File: src/rtl/spi_resp_pkg.sv
// Shared types and defaults for the SPI word responder.
package spi_resp_pkg;

  typedef enum logic [0:0] {
    ST_IDLE  = 1'b0,
    ST_SHIFT = 1'b1
  } spi_resp_state_e;

  localparam int          SPI_RESP_WORD_W = 32;
  localparam logic [31:0] SPI_RESP_FILL   = 32'hFFFF_FFFF;
  localparam int          SPI_RESP_BITS_W = 6;

endpackage

File: src/rtl/spi_resp_sync.sv
// Multi-stage synchronizer for one asynchronous SPI pin, with level and
// single-cycle rise/fall events derived from an edge register.
module spi_resp_sync #(
  parameter int   STAGES  = 2,
  parameter logic RST_VAL = 1'b0
) (
  input  logic clk,
  input  logic reset,
  input  logic async_i,
  output logic level_o,
  output logic rise_o,
  output logic fall_o
);

  logic [STAGES-1:0] sync_q;
  logic              edge_q;

  always_ff @(posedge clk) begin
    if (reset) begin
      sync_q <= {STAGES{RST_VAL}};
      edge_q <= RST_VAL;
    end else begin
      sync_q <= {sync_q[STAGES-2:0], async_i};
      edge_q <= sync_q[STAGES-1];
    end
  end

  assign level_o = sync_q[STAGES-1];
  assign rise_o  = sync_q[STAGES-1] & ~edge_q;
  assign fall_o  = ~sync_q[STAGES-1] & edge_q;

endmodule

File: src/rtl/spi_word_responder.sv
// SPI mode-0 responder with a one-deep transmit holding register and word-wise receive.
// Optional SPI_RESP_LSB_FIRST_EN switches both shift registers to LSB-first.
module spi_word_responder
  import spi_resp_pkg::*;
#(
  parameter int          WORD_W      = SPI_RESP_WORD_W,
  parameter int          SYNC_STAGES = 2,
  parameter logic [31:0] FILL_WORD   = SPI_RESP_FILL
) (
  input  logic                       clk,
  input  logic                       reset,
  input  logic                       spi_sck,
  input  logic                       spi_cs_n,
  input  logic                       spi_mosi,
  output logic                       spi_miso,
  output logic                       spi_miso_oe,
  input  logic [WORD_W-1:0]          tx_data,
  input  logic                       tx_valid,
  output logic                       tx_ready,
  output logic [WORD_W-1:0]          rx_data,
  output logic [SPI_RESP_BITS_W-1:0] rx_bits,
  output logic                       rx_valid,
  output logic                       tx_underrun,
  output logic                       busy
);

  localparam logic [SPI_RESP_BITS_W-1:0] WORD_BITS  = SPI_RESP_BITS_W'(WORD_W);
  localparam logic [7:0]                 SETTLE_CNT = 8'(SYNC_STAGES + 1);

  logic sck_level, sck_rise, sck_fall;
  logic cs_level, cs_rise, cs_fall;
  logic mosi_level, mosi_rise, mosi_fall;
  logic unused_sync;

  spi_resp_sync #(.STAGES(SYNC_STAGES), .RST_VAL(1'b0)) u_sync_sck (
    .clk(clk), .reset(reset), .async_i(spi_sck),
    .level_o(sck_level), .rise_o(sck_rise), .fall_o(sck_fall)
  );

  spi_resp_sync #(.STAGES(SYNC_STAGES), .RST_VAL(1'b1)) u_sync_cs (
    .clk(clk), .reset(reset), .async_i(spi_cs_n),
    .level_o(cs_level), .rise_o(cs_rise), .fall_o(cs_fall)
  );

  spi_resp_sync #(.STAGES(SYNC_STAGES), .RST_VAL(1'b0)) u_sync_mosi (
    .clk(clk), .reset(reset), .async_i(spi_mosi),
    .level_o(mosi_level), .rise_o(mosi_rise), .fall_o(mosi_fall)
  );

  assign unused_sync = ^{sck_level, mosi_rise, mosi_fall};

  spi_resp_state_e             state_q;
  logic                        armed_q;
  logic [7:0]                  settle_q;
  logic [WORD_W-1:0]           hold_q;
  logic                        hold_full_q;
  logic [WORD_W-1:0]           tx_shift_q;
  logic [WORD_W-1:0]           rx_shift_q;
  logic [SPI_RESP_BITS_W-1:0]  count_q;
  logic                        reload_pending_q;
  logic                        miso_q;
  logic                        miso_oe_q;
  logic [WORD_W-1:0]           rx_data_q;
  logic [SPI_RESP_BITS_W-1:0]  rx_bits_q;
  logic                        rx_valid_q;
  logic                        tx_underrun_q;
  logic                        busy_q;

  logic [WORD_W-1:0]           load_word;
  logic                        load_from_hold;
  logic                        load_bypass;
  logic                        load_fill;
  logic                        load_bit;
  logic [WORD_W-1:0]           tx_shift_d;
  logic                        shift_bit;
  logic [WORD_W-1:0]           rx_shift_d;
  logic [SPI_RESP_BITS_W-1:0]  count_d;
  logic                        word_done;
  logic                        frame_start;
  logic                        reload_now;
  logic                        tx_load;
  logic                        hold_accept;

`ifdef SPI_RESP_LSB_FIRST_EN
  assign load_bit   = load_word[0];
  assign tx_shift_d = tx_shift_q >> 1;
  assign shift_bit  = tx_shift_d[0];
  assign rx_shift_d = rx_shift_q | ({{(WORD_W-1){1'b0}}, mosi_level} << count_q);
`else
  assign load_bit   = load_word[WORD_W-1];
  assign tx_shift_d = tx_shift_q << 1;
  assign shift_bit  = tx_shift_d[WORD_W-1];
  assign rx_shift_d = {rx_shift_q[WORD_W-2:0], mosi_level};
`endif

  // Source for a tx shift load: holding register, same-cycle bypass, or fill word.
  always_comb begin
    load_word      = FILL_WORD[WORD_W-1:0];
    load_from_hold = 1'b0;
    load_bypass    = 1'b0;
    load_fill      = 1'b0;
    if (hold_full_q) begin
      load_word      = hold_q;
      load_from_hold = 1'b1;
    end else if (tx_valid) begin
      load_word   = tx_data;
      load_bypass = 1'b1;
    end else begin
      load_fill = 1'b1;
    end
  end

  assign count_d     = count_q + 6'd1;
  assign word_done   = sck_rise & (count_d == WORD_BITS);
  assign frame_start = (state_q == ST_IDLE) & cs_fall & armed_q;
  assign reload_now  = (state_q == ST_SHIFT) & sck_fall & ~cs_rise & reload_pending_q;
  assign tx_load     = frame_start | reload_now;
  // A bypass load consumes tx_valid directly, so the holding register must not take it too.
  assign hold_accept = tx_valid & ~hold_full_q & ~(tx_load & load_bypass);

  // Frame FSM, holding register, shift registers and all registered outputs.
  always_ff @(posedge clk) begin
    if (reset) begin
      state_q          <= ST_IDLE;
      armed_q          <= 1'b0;
      settle_q         <= 8'd0;
      hold_q           <= '0;
      hold_full_q      <= 1'b0;
      tx_shift_q       <= '0;
      rx_shift_q       <= '0;
      count_q          <= '0;
      reload_pending_q <= 1'b0;
      miso_q           <= 1'b1;
      miso_oe_q        <= 1'b0;
      rx_data_q        <= '0;
      rx_bits_q        <= '0;
      rx_valid_q       <= 1'b0;
      tx_underrun_q    <= 1'b0;
      busy_q           <= 1'b0;
    end else begin
      rx_valid_q    <= 1'b0;
      tx_underrun_q <= 1'b0;

      // The cs_n synchronizer holds its reset value until real pin samples reach the end.
      if (settle_q != SETTLE_CNT) begin
        settle_q <= settle_q + 8'd1;
      end

      if (hold_accept) begin
        hold_q      <= tx_data;
        hold_full_q <= 1'b1;
      end else if (tx_load && load_from_hold) begin
        hold_full_q <= 1'b0;
      end

      if (tx_load) begin
        tx_shift_q       <= load_word;
        miso_q           <= load_bit;
        tx_underrun_q    <= load_fill;
        reload_pending_q <= 1'b0;
      end

      case (state_q)
        ST_IDLE: begin
          miso_oe_q <= 1'b0;
          busy_q    <= 1'b0;
          if ((settle_q == SETTLE_CNT) && cs_level) begin
            armed_q <= 1'b1;
          end
          if (frame_start) begin
            state_q    <= ST_SHIFT;
            busy_q     <= 1'b1;
            miso_oe_q  <= 1'b1;
            count_q    <= '0;
            rx_shift_q <= '0;
          end
        end

        ST_SHIFT: begin
          if (sck_rise) begin
            if (word_done) begin
              rx_data_q        <= rx_shift_d;
              rx_bits_q        <= WORD_BITS;
              rx_valid_q       <= 1'b1;
              count_q          <= '0;
              rx_shift_q       <= '0;
              reload_pending_q <= 1'b1;
            end else begin
              rx_shift_q <= rx_shift_d;
              count_q    <= count_d;
            end
          end

          // A sample landing with the cs_n rise is folded into the closing partial word.
          if (cs_rise) begin
            if (sck_rise && !word_done) begin
              rx_data_q  <= rx_shift_d;
              rx_bits_q  <= count_d;
              rx_valid_q <= 1'b1;
            end else if (!sck_rise && (count_q != '0)) begin
              rx_data_q  <= rx_shift_q;
              rx_bits_q  <= count_q;
              rx_valid_q <= 1'b1;
            end
            state_q   <= ST_IDLE;
            busy_q    <= 1'b0;
            miso_oe_q <= 1'b0;
            miso_q    <= 1'b1;
          end else if (sck_fall && !reload_pending_q) begin
            tx_shift_q <= tx_shift_d;
            miso_q     <= shift_bit;
          end
        end

        default: begin
          state_q   <= ST_IDLE;
          busy_q    <= 1'b0;
          miso_oe_q <= 1'b0;
        end
      endcase
    end
  end

  assign spi_miso    = miso_q;
  assign spi_miso_oe = miso_oe_q;
  assign tx_ready    = ~hold_full_q;
  assign rx_data     = rx_data_q;
  assign rx_bits     = rx_bits_q;
  assign rx_valid    = rx_valid_q;
  assign tx_underrun = tx_underrun_q;
  assign busy        = busy_q;

endmodule

File: config.mk
export PLATFORM = sky130hd
export DESIGN_NAME = spi_word_responder
export DESIGN_NICKNAME = d
export VERILOG_FILES = /design/src/rtl/spi_resp_pkg.sv /design/src/rtl/spi_resp_sync.sv /design/src/rtl/spi_word_responder.sv
export SDC_FILE = /design/constraint.sdc
export NUM_CORES = 1
export LEC_CHECK = 0
export ABC_AREA = 1
export CORE_UTILIZATION = 50
export CTS_CLUSTER_DIAMETER = 150
export DETAILED_ROUTE_END_ITERATION = 8
export PLACE_DENSITY = 0.76
export SYNTH_ARGS = -nofsm -noshare
export SYNTH_HDL_FRONTEND = slang
export SYNTH_SLANG_ARGS = --single-unit
export TNS_END_PERCENT = 50
File: constraint.sdc
create_clock -name clk -period 4.2 [get_ports clk]
set_input_delay 0.42 -clock clk [delete_from_list [all_inputs] [get_ports clk]]
set_output_delay 0.42 -clock clk [all_outputs]
set_load 0.05 [all_outputs]
**Word level (Yosys, flattened, before mapping)**

Index checks and enable logic that the tools add are counted.

- Register bits after elaboration: 164
- Bits of input ports: 38
- Output and inout bits: 44
- Word-level logic and storage cells: 113

- $add $sub $neg: 2
- Equal/unequal tests: 6
- Multiplexer cells: 48
- Bitwise logic cells: 23
- Reductions and logical operators: 14

Operators by type and width:

| kind | count |
|---|---|
| $mux W32 | 14 |
| $pmux W32 S2 | 1 |
| $mux W6 | 8 |
| $mux W1 | 22 |
| $and A1 B1 Y1 | 13 |
| $pmux W6 S2 | 1 |
| $not A1 Y1 | 9 |
| $add A8 B1 Y8 const B | 1 |
| $eq A8 B2 Y1 const B | 1 |
| $ne A8 B2 Y1 const B | 1 |
| $add A6 B1 Y6 const B | 1 |
| $eq A6 B6 Y1 const B | 1 |
| $ne A2 B2 Y1 const B | 3 |
| $reduce_bool A6 Y1 | 1 |
| $logic_and A1 B1 Y1 | 5 |
| $pmux W1 S2 | 2 |
| $reduce_and A2 Y1 | 2 |
| $logic_not A1 Y1 | 3 |
| $reduce_or A3 Y1 | 1 |
| $reduce_bool A2 Y1 | 1 |
| $reduce_or A2 Y1 | 1 |
| $or A1 B1 Y1 | 1 |

**Longest topological paths before layout**

Gate-level depths: netlist (run 1).

- Depth after elaboration: 10
- Gate-level depth with buffers: 16
- Gate-level depth less buffers: 14

**Hierarchy**

Synthesis (run 1) repeated with hierarchy kept, for this count alone.

- Cell total of the unflattened synthesis: 1,186
- Area, all modules: 8,341.8 um2

By module, submodules not included:

| module | times used | cells each | area each (um2) | seq. area each (um2) |
|---|---|---|---|---|
| spi_word_responder | 1 | 1,149 | 8,056.5 | 3,103.0 |
| spi_resp_sync at u_sync_mosi ... | 2 | 12 | 93.8 | 60.1 |
| spi_resp_sync at u_sync_cs | 1 | 13 | 97.6 | 60.1 |

**Worst setup path before layout (run 1)**

Ideal clock, no wire load.

- Kind: register to register
- Start: register count_q[0]
- End: register rx_shift_q[21]
- Setup time: 0.136 ns
- Data arrival time: 1.767 ns
- Required time: 4.064 ns
- Slack: 2.297 ns
- Stages on the path, launching flop included: 11
- Path buffers: 2
- Period minus slack after synthesis: 1.903 ns
- Path through: dfxtp_1 -> ha_1 -> nand3_1 -> nand2_1 -> nand3_1 -> nor2_4 -> nand2_4 -> nand2_1 -> buf_2 -> buf_1 -> o32ai_1

- Longest elaborated chain between the ends: 6

Ends and longest elaborated chain:

| element | line | RTL |
|---|---|---|
| from (decl) | spi_word_responder.sv:59 | `logic [SPI_RESP_BITS_W-1:0] count_q;` |
| from (signal assigned) | spi_word_responder.sv:190 | `count_q <= count_d;` |
| $add A6 B1 Y6 | spi_word_responder.sv:113 | `assign count_d = count_q + 6'd1;` |
| $eq A6 B6 Y1 | spi_word_responder.sv:114 | `assign word_done = sck_rise & (count_d == WORD_BITS);` |
| $and A1 B1 Y1 | spi_word_responder.sv:114 |  |
| $mux W32 | spi_word_responder.sv:181 | `if (word_done) begin` |
| $mux W32 | spi_word_responder.sv:180 | `if (sck_rise) begin` |
| $pmux W32 S2 | spi_word_responder.sv:163 | `case (state_q)` |
| to (signal assigned) | spi_word_responder.sv:189 | `rx_shift_q <= rx_shift_d;` |
| to (decl) | spi_word_responder.sv:58 | `logic [WORD_W-1:0] rx_shift_q;` |

No other way between the ends. The select of a mux whose other input is x is not followed.
A chain may end at the register's enable or synchronous reset.

**Worst setup path after layout (run 1)**

- Start: register u_sync_sck.sync_q[1]
- End: register rx_shift_q[5]

- Longest elaborated chain between the ends: 5
- Elaborated cells on any way between the ends: 7
- Those cells by class: 1 x eq/ne; 3 x mux; 2 x bitwise; 1 x reduce/logical

Ends and longest elaborated chain:

| element | line | RTL |
|---|---|---|
| from (decl) | spi_resp_sync.sv:15 | `logic [STAGES-1:0] sync_q;` |
| from (signal assigned) | spi_resp_sync.sv:20 | `sync_q <= {STAGES{RST_VAL}};` |
| from (signal assigned) | spi_resp_sync.sv:23 | `sync_q <= {sync_q[STAGES-2:0], async_i};` |
| $and A1 B1 Y1 * | spi_resp_sync.sv:29 | `assign rise_o = sync_q[STAGES-1] & ~edge_q;` |
| $and A1 B1 Y1 | spi_word_responder.sv:114 |  |
| $mux W32 | spi_word_responder.sv:181 |  |
| $mux W32 | spi_word_responder.sv:180 |  |
| $pmux W32 S2 | spi_word_responder.sv:163 |  |

Mark *: on every way between the ends. The rest lies on a longest branch, timed or not. The select of a mux whose other input is x is not followed.

==> results of run 1 <==
logic make-up (layout without fill, tap and decap cells):
group / after synthesis / count (layout) / share of synthesized area
simple gates: 515 / 515 / 0.2707
compound gates: 295 / 295 / 0.2083
buf+inv: 216 / 255 / 0.1075
flops: 163 / 163 / 0.4018
xor+xnor: 5 / 5 / 0.005393
fa+ha+maj: 4 / 4 / 0.006164
how the worst min path moves through the flow:
stage                                           from  cells past startpoint                          endpoint
floorplan           u_sync_mosi.sync_q[0]$_SDFF_PP0_                      2  u_sync_mosi.sync_q[1]$_SDFF_PP0_
global placement      u_sync_cs.sync_q[0]$_SDFF_PP1_                      1    u_sync_cs.sync_q[1]$_SDFF_PP1_
detailed placement    u_sync_cs.sync_q[0]$_SDFF_PP1_                      1    u_sync_cs.sync_q[1]$_SDFF_PP1_
CTS                   u_sync_cs.sync_q[0]$_SDFF_PP1_                      1    u_sync_cs.sync_q[1]$_SDFF_PP1_
global route          u_sync_cs.sync_q[0]$_SDFF_PP1_                      1    u_sync_cs.sync_q[1]$_SDFF_PP1_
finish              u_sync_mosi.sync_q[0]$_SDFF_PP0_                      2  u_sync_mosi.sync_q[1]$_SDFF_PP0_
per-stage QoR:
step           setup WS [ps]  area, um^2  utilization
3_3_place_gp            1567        8926       0.5619
2_1_floorplan           2297        8120            -
5_1_grt                 1179        9503       0.5982
4_1_cts                 1474        9503       0.5982
6_report                1446        9503       0.5982
3_5_place_dp            1496        8926       0.5619
worst max-delay path, stage by stage (launching register included):
cell     delay, ps
dfxtp_1        300
inv_1           70
nor2_2         530
buf_4          350
inv_1          120
nor2_1         170
nand2_1        580
o32ai_1        500
Yosys cell counts (2+ instances only):
master,n
a21oi_1,92
a21oi_2,3
a31oi_1,2
buf_1,9
buf_2,16
buf_6,5
clkbuf_1,58
dfxtp_1,163
ha_1,4
inv_1,118
inv_2,7
nand2_1,289
nand2_4,2
nand3_1,103
nand3_2,2
nand4_1,30
nor2_1,76
nor2_2,4
nor3_1,3
nor4_1,2
o2111ai_1,2
o211ai_1,7
o21ai_0,101
o21ai_1,10
o22ai_1,46
o32ai_1,30
or2_2,2
xor2_1,4
layer usage:
layer / GRT usage / vias to the layer above
met3: 0.04996 / 25
met4: 0.08345 / 0
li1: - / 4066
met1: 0.3278 / 3674
met5: 0 / -
met2: 0.4238 / 241
power by group through the flow:
stage	logic [mW]	clock network, mW	registers (mW)
after floorplan	0.173	0	1.63
after CTS	0.258	1.57	1.60
after global routing	0.287	1.63	1.60
final	0.260	1.54	1.60
after global placement	0.253	0	1.63
after detailed placement	0.257	0	1.63
state kept, by name (all words and copies together) (netlist names), 2 cells and up:
signal and flops:
settle_q 8, tx_shift_q 31, hold_q 32, rx_shift_q 32, count_q 6, rx_bits 6, rx_data 32, u_sync_mosi.sync_q 2
u_sync_cs.sync_q 2, u_sync_sck.sync_q 2
cell type report:
| type | instances | area [um^2] |
|---|---|---|
| fill | 1522 | 6382 |
| multi-input combinational | 819 | 3991 |
| sequential | 163 | 3263 |
| timing repair buffer | 97 | 928.4 |
| inverter | 126 | 473.0 |
| clock buffer | 21 | 440.4 |
| tap | 216 | 270.3 |
| clock inverter | 11 | 136.4 |
placed cells by master, fill, tap and decap left out, drive strengths merged:
cell	synthesis	layout
o21ai	111	111
a21oi	95	95
nor4	2	2
o32ai	30	30
nor3	3	3
xor2	4	4
o22ai	46	46
xnor2	1	1
o221ai	1	1
nand3	105	105
bufinv	0	3
clkinvlp	0	1
or2	2	2
inv	125	125
a31oi	2	2
nand2	292	292
a211oi	1	1
buf	31	17
o2111ai	2	2
ha	4	4
nor2	81	81
clkbuf	59	21
nand4	30	30
clkdlybuf4s50	0	80
o211ai	7	7
clkinv	1	8
dfxtp	163	163
==> metrics.md, run 1 <==
| Metric | Value |
|---|---|
| Status | finished, final reports clean |
| Worst-Skew Late Latency | between 400 and 500 ps |
| Post-synth EDFFs | 0 |
| Critical path peak fanout | 29 |
| Die Wd | 129.4 um |
| Min Tclk post-route | 2754 ps |
| Power Total | about 3.4 mW |
| Final hold vios | 0 |
| Area leader, netlist | dfxtp_1 |
| Post-Route WL | 20.58 mm |
| I/O pins | around 80 |
| Port-buffer cells | around 80 |
| Fin cells | 1453 |
| Ant diodes | 0 |
| Worst reg2reg endpoint | rx_shift_q[5]$_SDFFE_PP0P_ |
| Top cells by area, synth | dfxtp_1, nand2_1, nand3_1 |
| RSZ-0062 raised after global routing | false |
| Yosys cell types | 36 |
| Dpl hpwl | around 13 mm |
| Req. time, crit path | 4520 ps |
| Syn Nets | ~1200 |
| CP Launch Point | u_sync_sck.sync_q[1]$_SDFF_PP0_ |
| Max Root-Sink Buffers | 2 |
| Post-synth top area share | 0.4018 |
| Final setup fails | 0 |
| Critical path endpoint category | flop |
| Max IR drop VDD | 0.0002935 V |
| Worst-path clk slew | 60 ps |
| GR Util All Layers | 0.2534 |
| Avg Cell Area, Syn | 6.778 um^2 |
| Post-synthesis sequential area ratio | 0.4018 |
| Vias in the first global route | 7115 |
| Initial drt markers | 565 |
| Leakage | 3.953 nW |
| Combinational Power Share | 0.076 |
| GPL Wtd Cong | about 0.86 |
| Routed Antenna Nets | 0 |
| Hold buffers post-CTS | 0 |
| Initial core utilization | 0.5112 |
| Share of cells above drive strength 1 | 0.05659 |
| WL met1 | ~9.5 mm |
| P_sw | about 0.79 mW |
| Mapped cell area | around 8100 um^2 |
| Post-CTS Setup Inserts | 0 |
| Area grow syn2layout | 17.03% |
| Max-Cap Viols | 0 |
| Int Power | 2.609 mW |
| # H-tree levels | 4 |
| Antenna violations before repair | 0 |
| CTS Root Cell | clkbuf_16 |
| Cell depth of the worst flop-to-flop path | 7 |
| Worst setup path endpoint | rx_shift_q[5]$_SDFFE_PP0P_ |
| FP Rows | between 40 and 50 |
| Vias | roughly 8000 |
| Sw frac | 0.2334 |
| CP arrival | 3070 ps |
| TritonCTS Sinks | 163 |
| Predominant post-synthesis flop cell | dfxtp_1 |
| Metal3 WL | ~1.1 mm |
| Fin Clk Skew | 5.345 ps |
| Worst Max-Slew Pin Slew | 1120 ps |
| Pwr per Cell Area | 358.2 nW/um^2 |
| Sequential share of power | 0.470 |
| Wire length per cell | 14.17 um |
| Met2 routed WL | 9.693 mm |
| CTS tree | yes |
| Top sig layer | met4 |
| Cells after Synth | 1198 |
| First-pass GRT wire length | between 30 and 40 mm |
| Chip height | 129.4 um |
| Final Net Count | between 1000 and 1500 |
| Synth warn | 0 |
| Worst r2r src | u_sync_sck.sync_q[1]$_SDFF_PP0_ |
| R2R Setup Slk | around 1400 ps |
| Type of the most critical hold path | reg -> reg |
| Hold slack final | 403.7 ps |
| TNS Setup | 0 ps |
| Number of vias per cell | about 5.5 |
| CTS buffer count | 17 |
| Relative slew slack | 0.2523 |
| Class of the most critical setup path | reg -> reg |
| Fmax | about 360 MHz |
| Fin. max-slew vios | 0 |
| Largest net degree at the start of global routing | 65 |
| Drc violations | 0 |
| Fin crit share | 0.6557 |
| Post-CTS sizing | 0 |
| Placed insts | 1421 |
| Core region area | roughly 16000 um^2 |
| Critical Path Start Type | flop |
| Post-synth ARST share | 0 |
| Clock network power share | 0.453 |
| #FFs+latches synth | roughly 160 |
| Die ar. | approximately 17000 um^2 |
| Global route total overflow | 0 |
| Drt pass-1 iters | 6 |
Note: power is estimated with default switching activity, not from simulation.
==> run 2: changes to the inputs <==
PLACE_DENSITY = 0.79   (was 0.76)
clock period = 2.5 ns   (was 4.2 ns; I/O delays follow)
==> run 2 against run 1 <==
  * Total power increased by 71%
  * Die area unchanged
  * Register-to-register slack got worse by 1200 ps
  * Highest routed layer unchanged
  * Sequential share of layout area decreased by 0.53 points
  * Sequential power increased by 68%
  * Clock power increased by 73%
  * Largest power group unchanged
==> metrics.md, run 2 (synthesis gave the netlist of run 1 again) <==
| Metric | Value |
|---|---|
| # H-tree levels | 4 (unchanged) |
| Vias | 8191 (was 8006) |
| CTS buffer count | 17 (unchanged) |
| I/O pins | 82 (unchanged) |
| Worst-path clk slew | 60 ps (about the same) |
| Type of the most critical hold path | in -> reg (was reg -> reg) |
| Most frequent cells in the layout | nand2_1, dfxtp_1, inv_1, nand3_1, o21ai_0 (unchanged) |
| Final setup fails | 0 (unchanged) |
| Most common cell after layout, fill and taps aside | nand2_1 (unchanged) |
| Chip height | 129.4 um (unchanged) |
| Worst Max-Slew Pin Slew | 781.2 ps (was 1120 ps) |
| Fin crit share | 0.8833 (was 0.6557) |
| Post-CTS sizing | 0 (unchanged) |
| Relative slew slack | 0.4773 (was 0.2523) |
| Total of fill cells in the finished design | 1512 (was 1522) |
| Vias in the first global route | 7306 (was 7115) |
| GPL Wtd Cong | 0.9214 (was 0.8588) |
| TritonCTS Sinks | 163 (unchanged) |
| Post-Route WL | 20.72 mm (was 20.58 mm) |
| CP arrival | 2500 ps (was 3070 ps) |
| Status | finished, final reports clean (unchanged) |
| Critical path peak fanout | 23 (was 29) |
| Max-Cap Viols | 0 (unchanged) |
| Dpl hpwl | 12.86 mm (was 12.53 mm) |
| Worst path bufs/invs | 2 (was 3) |
| Core region area | 15890 um^2 (unchanged) |
| Min Tclk post-route | 2208 ps (was 2754 ps) |
| First-pass GRT wire length | 34.21 mm (was 33.86 mm) |
| Number of vias per cell | 5.595 (was 5.510) |
| Die ar. | 16750 um^2 (unchanged) |
| Wire length per cell | 14.15 um (was 14.17 um) |
| Critical path's largest stage delay | 440 ps (was 580 ps) |
| Pwr per Cell Area | 601.7 nW/um^2 (was 358.2 nW/um^2) |
| Largest net degree at the start of global routing | 65 (unchanged) |
| Drt pass-1 iters | 6 (unchanged) |
| Fin Clk Skew | 13.00 ps (was 5.345 ps) |
| Worst-Skew Late Latency | 440 ps (was 430 ps) |
| Drc violations | 0 (unchanged) |
| Share of cells above drive strength 1 | 0.06811 (was 0.05659) |
| Leakage | 4.042 nW (was 3.953 nW) |
| Fmax | 452.8 MHz (was 363.1 MHz) |
| GR Util All Layers | 0.2544 (was 0.2534) |
| Critical Path Start Type | flop (unchanged) |
| Port-buffer cells | 81 (unchanged) |
| CP max-delay cell | dfxtp_1 (was nand2_1) |
| Routed Antenna Nets | 0 (unchanged) |
| Final hold vios | 0 (unchanged) |
| Ant diodes | 0 (unchanged) |
| Fin. max-slew vios | 0 (unchanged) |
| Class of the most critical setup path | reg -> reg (unchanged) |
| CTS Root Cell | clkbuf_16 (unchanged) |
| Die Wd | 129.4 um (unchanged) |
| Initial core utilization | 0.5112 (unchanged) |
| Post-CTS Setup Inserts | 0 (unchanged) |
| Req. time, crit path | 2790 ps (was 4520 ps) |
| FP Rows | 46 (unchanged) |
| Critical path endpoint category | flop (unchanged) |
| Critical path, cell by cell | ha_1 > nand2_1 > nand2_1 > nand3_2 > nor2_4 > nand2_4 > nand2_4 > buf_4 > o21ai_0 > inv_1 > nand2_1 > nand2_1 > a21oi_1 (was inv_1 > nor2_2 > buf_4 > inv_1 > nor2_1 > nand2_1 > o32ai_1) |
| Final Core Density | 0.6076 (was 0.5982) |
| Max IR drop VDD | 0.0005689 V (was 0.0002935 V) |
| RSZ-0062 raised after global routing | false (unchanged) |
| Hold buffers post-CTS | 0 (unchanged) |
| CP delay by family, top | simple AND/OR/NAND/NOR gates (unchanged) |
| Placed insts | 1433 (was 1421) |
| Most used cell along the critical path | nand2_1 (was inv_1) |
| Max Root-Sink Buffers | 2 (unchanged) |
| CTS tree | yes (unchanged) |
| Global route total overflow | 0 (unchanged) |
| Final Net Count | 1278 (was 1266) |
| Initial drt markers | 712 (was 565) |
| TNS Setup | 0 ps (unchanged) |
| Antenna violations before repair | 0 (unchanged) |
| Fin cells | 1464 (was 1453) |
| Area grow syn2layout | 18.86% (was 17.03%) |
[run 2: changes by cell type in the layout (fill, tap and decap cells not counted), sizes merged]
cell      change
buf          +12
clkinv        -5
clkbuf        -2
inv           +8
clkinvlp      -1
bufinv        -1
[run 2: cell type report]
cell class,instances,area [um^2],share of cell area
inverter,126,475.5,0.04926
clock buffer,19,452.9,0.04693
clock inverter,12,142.6,0.01478
sequential,163,3263,0.3381
timing repair buffer,109,1056,0.1094
multi-input combinational,819,3991,0.4135
tap,216,270.3,0.02800
[run 2: stage by stage]
step	total power [mW]	hold WS, ps	setup WS, ps	area [um^2]
4_1_cts	5.850	170.3	162.0	9649
2_1_floorplan	3.031	328.7	597.3	8120
3_5_place_dp	3.188	408.6	268.2	9054
6_report	5.808	175.0	291.7	9652
5_1_grt	6.015	177.2	78.67	9652
3_3_place_gp	3.178	398.2	347.6	9054
[run 2: final timing paths]
path,slack (ps),cells after the start,from,end
worst min register to register,420,2,u_sync_mosi.sync_q[0]$_SDFF_PP0_,u_sync_mosi.sync_q[1]$_SDFF_PP0_
worst max register to register,290,13,count_q[0]$_SDFFE_PP0P_,rx_data[10]$_SDFFE_PP0P_
worst max-delay path,290,13,count_q[0]$_SDFFE_PP0P_,rx_data[10]$_SDFFE_PP0P_
worst min-delay path,170,2,reset,u_sync_sck.edge_q$_SDFF_PP0_
[run 2: per-layer routing]
layer  part of all wire  track usage  wire (um)
met1               0.45       0.3242       9307
met2               0.48       0.4295       9955
met3              0.055      0.04542       1135
met4              0.015      0.09576        318
met5                  0            0          0
[run 2: power breakdown]
part           internal [mW]  switching (mW)
Sequential              2.65          0.0328
Clock                   1.54            1.13
Combinational          0.176           0.272
Total                   4.38            1.43
==> run 3: changes to the inputs <==
CTS_CLUSTER_SIZE = 12   (was not set)
==> results of run 3 <==
Same layout as run 2: the final DEF is identical, and so are final timing and power.
